===== config.mk =====
export PLATFORM = sky130hd
export DESIGN_NAME = req_ack_responder_flat
export DESIGN_NICKNAME = d
export VERILOG_FILES = /design/src/rtl/req_ack_responder_pkg.sv /design/src/rtl/req_ack_responder_if.sv /design/src/rtl/req_ack_responder_lat_fifo.sv /design/src/rtl/req_ack_responder.sv /design/src/flat_wrapper.sv
export SDC_FILE = /design/constraint.sdc
export NUM_CORES = 1
export LEC_CHECK = 0
export CAP_MARGIN = 20
export CORE_ASPECT_RATIO = 1.25
export CORE_MARGIN = 4
export CORE_UTILIZATION = 30
export CTS_CLUSTER_DIAMETER = 40
export DETAILED_ROUTE_END_ITERATION = 8
export SYNTH_ARGS = -nofsm -noshare
export SYNTH_HDL_FRONTEND = slang
export SYNTH_HIERARCHICAL = 1
export SYNTH_SLANG_ARGS = --single-unit

===== constraint.sdc =====
create_clock -name clk -period 3.2 [get_ports clk]
set_clock_uncertainty 0.1 [all_clocks]
set_input_delay 0.32 -clock clk [delete_from_list [all_inputs] [get_ports clk]]
set_output_delay 0.32 -clock clk [all_outputs]
set_load 0.01 [all_outputs]

===== src/rtl/req_ack_responder_pkg.sv =====
// Shared types and defaults for the request/acknowledge responder.
package req_ack_pkg;
  typedef enum logic {IDLE, COUNT} resp_state_t;
  localparam int MAX_PEND_DEF = 8;
  localparam int LAT_W_DEF    = 4;
endpackage


===== src/rtl/req_ack_responder_if.sv =====
// Request/ack bus between a requester (master) and the responder (slave).
interface req_ack_responder_if
  import req_ack_pkg::*;
#(
  parameter int MAX_PEND = MAX_PEND_DEF,
  parameter int LAT_W    = LAT_W_DEF
);
  localparam int PW = $clog2(MAX_PEND + 1);

  logic             req_i;
  logic [LAT_W-1:0] lat_i;
  logic             ack_o;
  logic [PW-1:0]    pending_o;
  logic             busy_o;
  logic             overflow_o;

  modport master (output req_i, lat_i, input ack_o, pending_o, busy_o, overflow_o);
  modport slave  (input req_i, lat_i, output ack_o, pending_o, busy_o, overflow_o);
endinterface


===== src/rtl/req_ack_responder_lat_fifo.sv =====
// In-order latency queue; head data is combinational, push on a full queue
// is only legal together with a pop on the same edge.
module lat_fifo #(
  parameter int DEPTH = 8,
  parameter int WIDTH = 4,
  localparam int AW = $clog2(DEPTH),
  localparam int CW = $clog2(DEPTH + 1)
) (
  input  logic             i_clk,
  input  logic             i_rst,
  input  logic             i_push,
  input  logic             i_pop,
  input  logic [WIDTH-1:0] i_wdata,
  output logic [WIDTH-1:0] o_rdata,
  output logic             o_full,
  output logic             o_empty,
  output logic [CW-1:0]    o_count
);
  logic [WIDTH-1:0] r_mem [DEPTH];
  logic [AW-1:0]    r_wptr, r_rptr;
  logic [CW-1:0]    r_count;

  always_ff @(posedge i_clk) begin
    if (i_push && !i_rst) r_mem[r_wptr] <= i_wdata;
  end

  always_ff @(posedge i_clk) begin
    if (i_rst) begin
      r_wptr  <= '0;
      r_rptr  <= '0;
      r_count <= '0;
    end else begin
      if (i_push) r_wptr <= r_wptr + AW'(1);
      if (i_pop)  r_rptr <= r_rptr + AW'(1);
      case ({i_push, i_pop})
        2'b10:   r_count <= r_count + CW'(1);
        2'b01:   r_count <= r_count - CW'(1);
        default: r_count <= r_count;
      endcase
    end
  end

  assign o_rdata = r_mem[r_rptr];
  assign o_full  = (r_count == CW'(DEPTH));
  assign o_empty = (r_count == '0);
  assign o_count = r_count;
endmodule


===== src/rtl/req_ack_responder.sv =====
// Responder: queues per-request latencies, serves them one at a time and
// emits a single-cycle registered ack for each accepted request, in order.
module req_ack_responder
  import req_ack_pkg::*;
#(
  parameter int MAX_PEND = MAX_PEND_DEF,
  parameter int LAT_W    = LAT_W_DEF
) (
  input logic                clk,
  input logic                rst,
  req_ack_responder_if.slave bus
);
  localparam int PW = $clog2(MAX_PEND + 1);

  resp_state_t      r_state, w_state_nxt;
  logic [LAT_W-1:0] r_cnt, w_cnt_nxt;
  logic             r_ack, w_ack_nxt;
  logic             r_ovf;
  logic             w_pop, w_push, w_full, w_empty;
  logic [LAT_W-1:0] w_head;
  logic [PW-1:0]    w_count;

  // A full queue still accepts when the head leaves on the same edge.
  assign w_pop  = (r_state == IDLE) && !w_empty;
  assign w_push = bus.req_i && (!w_full || w_pop);

  lat_fifo #(.DEPTH(MAX_PEND), .WIDTH(LAT_W)) u_fifo (
    .i_clk   (clk),
    .i_rst   (rst),
    .i_push  (w_push),
    .i_pop   (w_pop),
    .i_wdata (bus.lat_i),
    .o_rdata (w_head),
    .o_full  (w_full),
    .o_empty (w_empty),
    .o_count (w_count)
  );

  always_comb begin
    w_state_nxt = r_state;
    w_cnt_nxt   = r_cnt;
    w_ack_nxt   = 1'b0;
    case (r_state)
      IDLE: if (w_pop) begin
        w_state_nxt = COUNT;
        w_cnt_nxt   = w_head;
      end
      COUNT: if (r_cnt != '0) begin
        w_cnt_nxt = r_cnt - LAT_W'(1);
      end else begin
        w_ack_nxt   = 1'b1;
        w_state_nxt = IDLE;
      end
      default: w_state_nxt = IDLE;
    endcase
  end

  always_ff @(posedge clk) begin
    if (rst) begin
      r_state <= IDLE;
      r_cnt   <= '0;
      r_ack   <= 1'b0;
      r_ovf   <= 1'b0;
    end else begin
      r_state <= w_state_nxt;
      r_cnt   <= w_cnt_nxt;
      r_ack   <= w_ack_nxt;
      r_ovf   <= r_ovf | (bus.req_i && w_full && !w_pop);
    end
  end

  assign bus.ack_o      = r_ack;
  assign bus.busy_o     = (r_state == COUNT);
  assign bus.pending_o  = w_count;
  assign bus.overflow_o = r_ovf;
endmodule


===== src/flat_wrapper.sv =====
// flat-port wrapper written by rule: the top's interface ports become plain ports
module req_ack_responder_flat import req_ack_pkg::*;
#(
  parameter int MAX_PEND = MAX_PEND_DEF,
  parameter int LAT_W    = LAT_W_DEF
)
  (clk, rst, bus_req_i, bus_lat_i, bus_ack_o, bus_pending_o, bus_busy_o, bus_overflow_o);
  req_ack_responder_if #(.MAX_PEND(MAX_PEND), .LAT_W(LAT_W)) bus_i ();
  input logic clk;
  input logic rst;
  input wire logic [$bits(bus_i.req_i)-1:0] bus_req_i;
  input wire logic [$bits(bus_i.lat_i)-1:0] bus_lat_i;
  output wire logic [$bits(bus_i.ack_o)-1:0] bus_ack_o;
  output wire logic [$bits(bus_i.pending_o)-1:0] bus_pending_o;
  output wire logic [$bits(bus_i.busy_o)-1:0] bus_busy_o;
  output wire logic [$bits(bus_i.overflow_o)-1:0] bus_overflow_o;
  assign bus_i.req_i = bus_req_i;
  assign bus_i.lat_i = bus_lat_i;
  assign bus_ack_o = bus_i.ack_o;
  assign bus_pending_o = bus_i.pending_o;
  assign bus_busy_o = bus_i.busy_o;
  assign bus_overflow_o = bus_i.overflow_o;
  req_ack_responder #(.MAX_PEND(MAX_PEND), .LAT_W(LAT_W)) u_core (.clk(clk), .rst(rst), .bus(bus_i));
endmodule

==> results of run 1 <==
registers in the layout, indices dropped and copies added, names as in the netlist, named ones only:
name                   cells
u_core/u_fifo/r_mem       32
u_core/u_fifo/o_count      4
u_core/u_fifo/r_rptr       3
u_core/bus.ack_o           1
u_core/r_cnt               4
u_core/bus.overflow_o      1
u_core/u_fifo/r_wptr       3
u_core/bus.busy_o          1
synth_stat cells, drive strengths merged (3+ instances only):
master | instances | share of area, %
nor2 | 19 | 3.2
mux4 | 8 | 9.4
or3 | 3 | 0.84
nand2 | 8 | 1.3
nor2b | 6 | 1.7
o21ai | 6 | 1.3
nor4 | 3 | 0.84
clkbuf | 4 | 0.67
mux2i | 3 | 1.3
ha | 6 | 3.4
mux2 | 5 | 2.5
dfxtp | 20 | 18
edfxtp | 32 | 43
inv | 4 | 0.67
a21oi | 6 | 1.3
xor2 | 5 | 2.0
routing by layer:
metal	up-vias	share of wire (%)
met3	6	4.4
met1	604	46
met4	0	1.7
met2	25	48
li1	644	-
met5	-	0
per-stage QoR:
step	instance area (um2)	hold slack (ps)	instances	util, %	total power (W)
global placement	2480	336	263	34.9	0.00152
global route	2580	414	271	36.3	0.00204
floorplan	2240	319	162	-	0.00134
finish	2580	353	271	36.3	0.00189
detailed placement	2480	345	263	34.9	0.00152
CTS	2580	359	271	36.3	0.00192
cells by family (layout without fill, tap and decap cells):
kind of cell    after synthesis  count (layout)  share of synthesized area, %
fa+ha+maj                     6               6                          3.35
xor+xnor                      6               6                          2.35
simple gates                 52              52                          12.6
flops                        52              52                          60.8
mux                          16              16                          13.2
compound gates               20              20                          5.59
buf+inv                      10              29                          2.01
power breakdown:
group	switching, W	internal (W)	total (W)
Clock	0.000232	0.000160	0.000392
Sequential	0.000111	0.000792	0.000903
Combinational	0.000270	0.000324	0.000594
Total	0.000613	0.00128	0.00189
worst max-delay path, cell delays in order (launching register included):
cell     delay [ps]
dfxtp_1         390
nor4b_1         370
o21ai_0         130
and2_1          230
inv_1           110
ha_1            260
xor2_1          160
ha_1            150
a21oi_1          40
xor2_1          150
or3_1           310
a21oi_1         130
how the worst max path moves through the flow:
stage	slack, ps	from	cells after the start	end
after floorplan	360	u_core/u_fifo/o_count[2]	11	u_core/u_fifo/o_count[2]
after global placement	620	bus_req_i	10	u_core/u_fifo/o_count[2]
after detailed placement	580	u_core/u_fifo/o_count[0]	11	u_core/u_fifo/o_count[2]
after CTS	550	u_core/u_fifo/o_count[0]	11	u_core/u_fifo/o_count[2]
after global routing	410	u_core/u_fifo/o_count[2]	11	u_core/u_fifo/o_count[2]
final	580	u_core/u_fifo/o_count[0]	11	u_core/u_fifo/o_count[2]
cell type report:
class	count	area, um2	area share (%)
inverter	4	15.0	0.583
clock buffer	5	68.8	2.67
timing repair buffer	17	160	6.22
multi-input combinational	100	832	32.3
tap	90	113	4.37
sequential	52	1360	52.8
clock inverter	3	26.3	1.02
==> flow_summary.toml, run 1 <==
[worst_hold_path]
min_delay_path_depth = 2
hold_end = "u_core/bus.overflow_o"
hp-start = "u_core/bus.overflow_o"
hp-class = "flop to flop"

[power]
ir_worst_vdd_mv = 0.274
p_leak_nw = 0.886
power_density_mw_per_mm2 = 733

[clocking]
cts.sinks = 52
cts_buffers = 5
tritoncts = "yes"
path_clk_slew_ps = 100
cts_root_buf = "clkbuf_8"
htree_levels = 2
post_cts_buffers = 0
clkLatencyLatePin_ps = 310
cts_hold_buf = 0
ctsLongestPathBuffers = 2
cts_resized = 0

[die]
core_mm2 = 0.00710
rows = 34
io_pins = 14
start_util_pct = 31.5
die_area_mm2 = 0.00892
fp.dieH_um = 105
die_w_um = 85.3

[grt]
antenna_found_initial = 0
grt_max_degree = 25
grt_pass1_wl_mm = 6.57
grtUsageMet3_pct = 3.23
globalRouteOverflowTotal = 0
grt.busiest_layer = "met2"
grt_usage_pct = 9.59
grt_pass1_vias = 1297
grt_use_met2_pct = 14.8
use_met1_pct = 12.5

[sta]
max_slew_margin_pct = 62.9
drv_slew = 0
period_share_pct = 82.0
rsz0062_at_grt = "no"
tightest_slew_ps = 555
fmax_mhz = 381
finalHoldViolCount = 0
finalCriticalPeriod_ps = 2620
finalSetupViolations = 0
tns_ps = 0
fin_ws_ps = 577

[logic_synthesis]
ys_types = 37
synth_edf_count = 32
async_flop_share_pct = 0
syn_nets = 175
synth_cells = 162
synth_warnings = 6
ys.flop_type = "edfxtp_1"
ys_seq_area_share_pct = 60.8
synth.ff_latch_count = 52
avgSynthCellArea_um2 = 13.8
synth_area_mm2 = 0.00224

[layout]
final_common_cell = "edfxtp_1"
mostFrequentLayoutCells = "edfxtp_1, dfxtp_1, nor2_1"
nFillCells = 694
layout.nets = 193
final_layout_size_suffix_gt1_share_pct = 10.5
synthToLayoutAreaGrowth_pct = 15.1
n_antenna_cell = 0

[detailed_routing]
first_pass_iters = 6
via_per_inst = 4.72
dr_total_vias = 1279
drt_iter0_markers = 109
ant_nets = 0
wl_per_cell_um = 14.4
drt_wl_total_mm = 3.91
drc = 0

[setup_path]
cp.arrival_ps = 2770
crit_fanout = 8
rr_startpoint = "u_core/u_fifo/o_count[0]"
criticalPathCategory = "flop to flop"
rrSetupSlack_ps = 580
cp_data_required_time_ps = 3350
cp-start-kind = "flop"
reg2reg_to = "u_core/u_fifo/o_count[2]"
r2r_cells = 11
cp-end-kind = "flop"

[place]
place_hpwl_mm = 2.62
post-place-ws_ps = 575
place_congestion = 0.710
placement.io_buffers = 13

[run_status]
run_status = "completed"

[run]
max_cap_violations = 0
No activity file was read; power rests on OpenSTA's default activity.
==> inputs of run 2 (changes only) <==
==> constraint.sdc (replaced) <==
create_clock -name clk -period 2.5 [get_ports clk]
set_clock_uncertainty 0.1 [all_clocks]
set_input_delay 0.25 -clock clk [delete_from_list [all_inputs] [get_ports clk]]
set_output_delay 0.25 -clock clk [all_outputs]
set_load 0.01 [all_outputs]
==> run 2 against run 1 <==
Net effect:
- routed wire length is 3.1% lower
- worst setup slack worse by 430 ps
- via count is 5.0% higher
- flip-flop and latch count stayed put
- register-to-register slack worse by 430 ps
- first-iteration DRC count is 75% lower
- critical path type unchanged
- critical endpoint is now u_core/u_fifo/o_count[3]
- highest routed layer unchanged
==> flow_summary.toml, run 2 (same netlist as run 1, synthesis figures left out) <==
[grt]
globalRouteOverflowTotal = 0
grt_pass1_vias = 1308
grt_pass1_wl_mm = 6.18
grt_usage_pct = 8.83
antenna_found_initial = 0
grt_max_degree = 21

[worst_hold_path]
hp-class = "flop to flop"
hp-start = "u_core/bus.overflow_o"
min_delay_path_depth = 2
hold_end = "u_core/bus.overflow_o"

[setup_path]
cp-end-kind = "flop"
cp.arrival_ps = 2450
reg2reg_to = "u_core/u_fifo/o_count[3]"
cp_data_required_time_ps = 2600
rr_startpoint = "u_core/u_fifo/o_count[0]"
rrSetupSlack_ps = 150
r2r_cells = 9
criticalPathCategory = "flop to flop"
crit_fanout = 7
cp-start-kind = "flop"

[sta]
finalHoldViolCount = 0
fmax_mhz = 425
drv_slew = 0
tns_ps = 0
rsz0062_at_grt = "no"
finalCriticalPeriod_ps = 2350
period_share_pct = 94.1
max_slew_margin_pct = 67.5
finalSetupViolations = 0
tightest_slew_ps = 485
whs_ps = 360

[power]
p_clk_share_pct = 19.7
p_leak_nw = 0.936
power_density_mw_per_mm2 = 946
power.switching_w = 0.000814
totalPowerFinal_w = 0.00254
seqPwrFrac_pct = 44.1
p_comb_share_pct = 36.2
ir_worst_vdd_mv = 0.391
p_int_w = 0.00172
sw_frac_of_total_pct = 32.1

[clocking]
cts_buffers = 5
cts_root_buf = "clkbuf_8"
cts_hold_buf = 0
clkLatencyLatePin_ps = 300
cts.sinks = 52
path_clk_slew_ps = 100
ctsLongestPathBuffers = 2
tritoncts = "yes"
htree_levels = 2
post_cts_buffers = 0

[die]
die_area_mm2 = 0.00892
core_mm2 = 0.00710
rows = 34
io_pins = 14
start_util_pct = 31.5
die_w_um = 85.3
fp.dieH_um = 105

[place]
placement.io_buffers = 13
place_congestion = 0.749
place_hpwl_mm = 2.72

[detailed_routing]
ant_nets = 0
drt_iter0_markers = 27
first_pass_iters = 4
drt_wl_total_mm = 3.79
via_per_inst = 4.80
drc = 0
wl_per_cell_um = 13.5
dr_total_vias = 1343

[layout]
final_layout_size_suffix_gt1_share_pct = 17.9
layout.nets = 202
synthToLayoutAreaGrowth_pct = 19.8
final_common_cell = "edfxtp_1"
final_core_util_pct = 37.7
largest_reg_flops = 32
largest_register = "u_core/u_fifo/r_mem"
n_antenna_cell = 0
mostFrequentLayoutCells = "edfxtp_1, nor2_1, dfxtp_1"

[run_status]
run_status = "completed"

[run]
max_cap_violations = 0
==> run 2: layout make-up <==
cell class / instances / area, um2
Inverter: 4 / 15.0
Sequential cell: 52 / 1360
Clock buffer: 5 / 68.8
Timing Repair Buffer: 26 / 228
Clock inverter: 3 / 27.5
Tap cell: 90 / 113
Fill cell: 641 / 4420
Multi-Input combinational cell: 100 / 866
==> run 2: worst max-delay path by stage <==
stage	slack [ps]	startpoint	endpoint	depth (start not counted)
after floorplan	40	u_core/u_fifo/o_count[1]	u_core/u_fifo/o_count[2]	11
after global placement	70	u_core/u_fifo/o_count[3]	u_core/u_fifo/o_count[2]	11
after detailed placement	30	u_core/u_fifo/o_count[3]	u_core/u_fifo/o_count[2]	11
after CTS	30	u_core/u_fifo/o_count[0]	u_core/u_fifo/o_count[2]	12
after global routing	9	u_core/u_fifo/o_count[0]	u_core/u_fifo/o_count[2]	12
final	150	u_core/u_fifo/o_count[0]	u_core/u_fifo/o_count[3]	9
==> run 2: metal layers <==
layer	vias to the layer above	wire length [um]	global-route usage, %
met5	-	0	0
met4	0	58	3.51
met3	6	174	3.15
met2	18	1960	15.2
met1	646	1590	9.88
li1	673	-	-
==> run 2: what timing repair did <==
action                                  CTS  global route
endpoints found under the setup margin    1             2
gates resized for setup                   1             3
hold endpoints to repair                  0             0
pin swaps                                 0             1
==> run 2: critical path, stage by stage, from the launching register on <==
cell and delay (ps):
dfxtp_2 350, buf_4 130, nor4_4 210, buf_4 190, nor2_1 90, ha_1 240
nand3b_1 170, a211o_1 290, a21oi_1 140, mux2_2 340
==> run 2: stage by stage <==
stage,area (um2),setup WS [ps],instances
detailed placement,2570,25.6,272
global placement,2570,72.6,272
CTS,2670,34.8,280
floorplan,2260,38.8,162
global route,2680,9.35,280
finish,2680,148,280
==> run 2: power groups by stage <==
stage	sequential [W]	combinational (W)	clock (W)
after CTS	0.00112	0.000919	0.000518
after floorplan	0.00113	0.000611	0
after global routing	0.00114	0.00102	0.000557
after global placement	0.00114	0.000905	0
final	0.00112	0.000918	0.000500
after detailed placement	0.00114	0.000911	0
==> inputs of run 3 (changes only) <==
--- a/config.mk
+++ b/config.mk
@@ -8,7 +8,7 @@
 export CAP_MARGIN = 20
 export CORE_ASPECT_RATIO = 1.25
 export CORE_MARGIN = 4
-export CORE_UTILIZATION = 30
+export CORE_UTILIZATION = 25
 export CTS_CLUSTER_DIAMETER = 40
 export DETAILED_ROUTE_END_ITERATION = 8
 export SYNTH_ARGS = -nofsm -noshare
==> constraint.sdc (replaced) <==
create_clock -name clk -period 2.5 [get_ports clk]
set_clock_uncertainty 0.1 [all_clocks]
set_input_delay 0.25 -clock clk [delete_from_list [all_inputs] [get_ports clk]]
set_output_delay 0.25 -clock clk [all_outputs]
set_load 0.005 [all_outputs]
==> run 3 against run 2 <==
Net effect:
- largest cell class unchanged
- die area increased by 18%
- critical path type unchanged
- first-iteration DRC count rose by 130%
- largest power group unchanged
- global-route usage is 1.1 points lower
- combinational power up 5.6%
==> flow_summary.toml, run 3 (same netlist as run 1, synthesis figures left out) <==
[power]
totalPowerFinal_w = 0.00254
ir_worst_vdd_mv = 0.310
power_density_mw_per_mm2 = 926
p_leak_nw = 0.943

[clocking]
htree_levels = 2
tritoncts = "yes"
ctsLongestPathBuffers = 2
cts_root_buf = "clkbuf_8"
cts_hold_buf = 0
clkLatencyLatePin_ps = 290
cts.sinks = 52
cts_buffers = 5
path_clk_slew_ps = 90

[detailed_routing]
ant_nets = 0
drt_iter0_markers = 63
wl_per_cell_um = 12.5
first_pass_iters = 4
drt_wl_total_mm = 3.89
via_per_inst = 4.26
drc = 0
dr_total_vias = 1326

[sta]
drv_slew = 0
finalCriticalPeriod_ps = 2360
finalSetupViolations = 0
finalHoldViolCount = 0
period_share_pct = 94.5
tightest_slew_ps = 509
tns_ps = 0
fmax_mhz = 423
max_slew_margin_pct = 65.9
whs_ps = 355

[setup_path]
slowest_delay_ps = 340
cp.arrival_ps = 2450
cp_data_required_time_ps = 2590
rr_startpoint = "u_core/u_fifo/o_count[2]"
cp-start-kind = "flop"
cp_slowest_cell = "dfxtp_2"
startpoint = "u_core/u_fifo/o_count[2]"
criticalPathCategory = "flop to flop"
cp-end-kind = "flop"
crit_fanout = 7
crit_chain = "buf_6 -> nor4_4 -> o21ai_1 -> and2_4 -> inv_2 -> buf_4 -> ha_2 -> nand2b_1 -> a211o_1 -> a21oi_2 -> mux2_2"
r2r_cells = 11

[grt]
grt_usage_pct = 7.68
grt_max_degree = 25
antenna_found_initial = 0
grt_pass1_wl_mm = 6.24
grt_pass1_vias = 1271
globalRouteOverflowTotal = 0

[layout]
final_cells = 311
nFillCells = 881
synthToLayoutAreaGrowth_pct = 22.6
final_common_cell = "edfxtp_1"
n_antenna_cell = 0
largest_register = "u_core/u_fifo/r_mem"
layout.nets = 203
largest_reg_flops = 32
final_layout_size_suffix_gt1_share_pct = 21.5
mostFrequentLayoutCells = "edfxtp_1, nor2_1, dfxtp_1"

[die]
io_pins = 14
core_mm2 = 0.00870
rows = 38
fp.dieH_um = 114
die_area_mm2 = 0.0105
die_w_um = 92.6
start_util_pct = 25.7

[worst_hold_path]
min_delay_path_depth = 2
hp-start = "u_core/bus.overflow_o"
hp-class = "flop to flop"

[run_status]
run_status = "completed"

[place]
place_hpwl_mm = 2.76
place_congestion = 0.719
placement.io_buffers = 13
dp.cells = 303

[run]
max_cap_violations = 0
## run 3: critical path, delay by kind of cell (launching register included)
kind / cells / cell delay, ps
and+or+nand+nor: 3 / 480
buffers and inverters: 3 / 320
adders and majority gates: 1 / 210
muxes: 1 / 330
DFF: 1 / 340
AOI/OAI and AO/OA: 3 / 480
## run 3: power by group
| part | switching [W] | total (W) | internal, W | leakage, nW |
|---|---|---|---|---|
| sequential | 0.0000885 | 0.00111 | 0.00102 | 0.454 |
| clock | 0.000267 | 0.000466 | 0.000199 | 0.0445 |
| combinational | 0.000442 | 0.000969 | 0.000527 | 0.444 |
## run 3: worst paths after layout
check                              to  slack [ps]
max reg2reg  u_core/u_fifo/o_count[3]         140
min reg2reg     u_core/bus.overflow_o         360
max          u_core/u_fifo/o_count[3]         140
min             u_core/bus.overflow_o         360
## run 3: metrics by stage
stage | setup slack [ps] | area, um2 | utilization, %
after floorplan | 1.41 | 2260 | -
after global placement | 9.04 | 2610 | 30.0
after detailed placement | 47.5 | 2610 | 30.0
after CTS | 47.5 | 2700 | 31.0
after global routing | -2.67 | 2740 | 31.5
final | 139 | 2740 | 31.5
## run 3: final cells by class
cell class                      instances  area, um2  share of cell area [%]
Multi-Input combinational cell        100        886                    32.3
Timing Repair Buffer                   27        239                    8.71
Clock inverter                          3       21.3                   0.775
Clock buffer                            5       68.8                    2.51
Tap cell                              120        150                    5.47
Inverter                                4       15.0                   0.547
Sequential cell                        52       1360                    49.7
## run 3: repair_timing
| action | in CTS | in global routing |
|---|---|---|
| endpoints found under the setup margin | 0 | 2 |
| resized for setup | 0 | 13 |
| endpoints found under the hold margin | 0 | 0 |
| buffers inserted | 0 | 0 |
## run 3: layer usage
layer	vias to the layer above	wire, um	GRT usage (%)
li1	665	-	-
met4	0	10	1.76
met2	20	1970	13.6
met3	2	137	2.51
met1	639	1760	9.01
met5	-	0	0
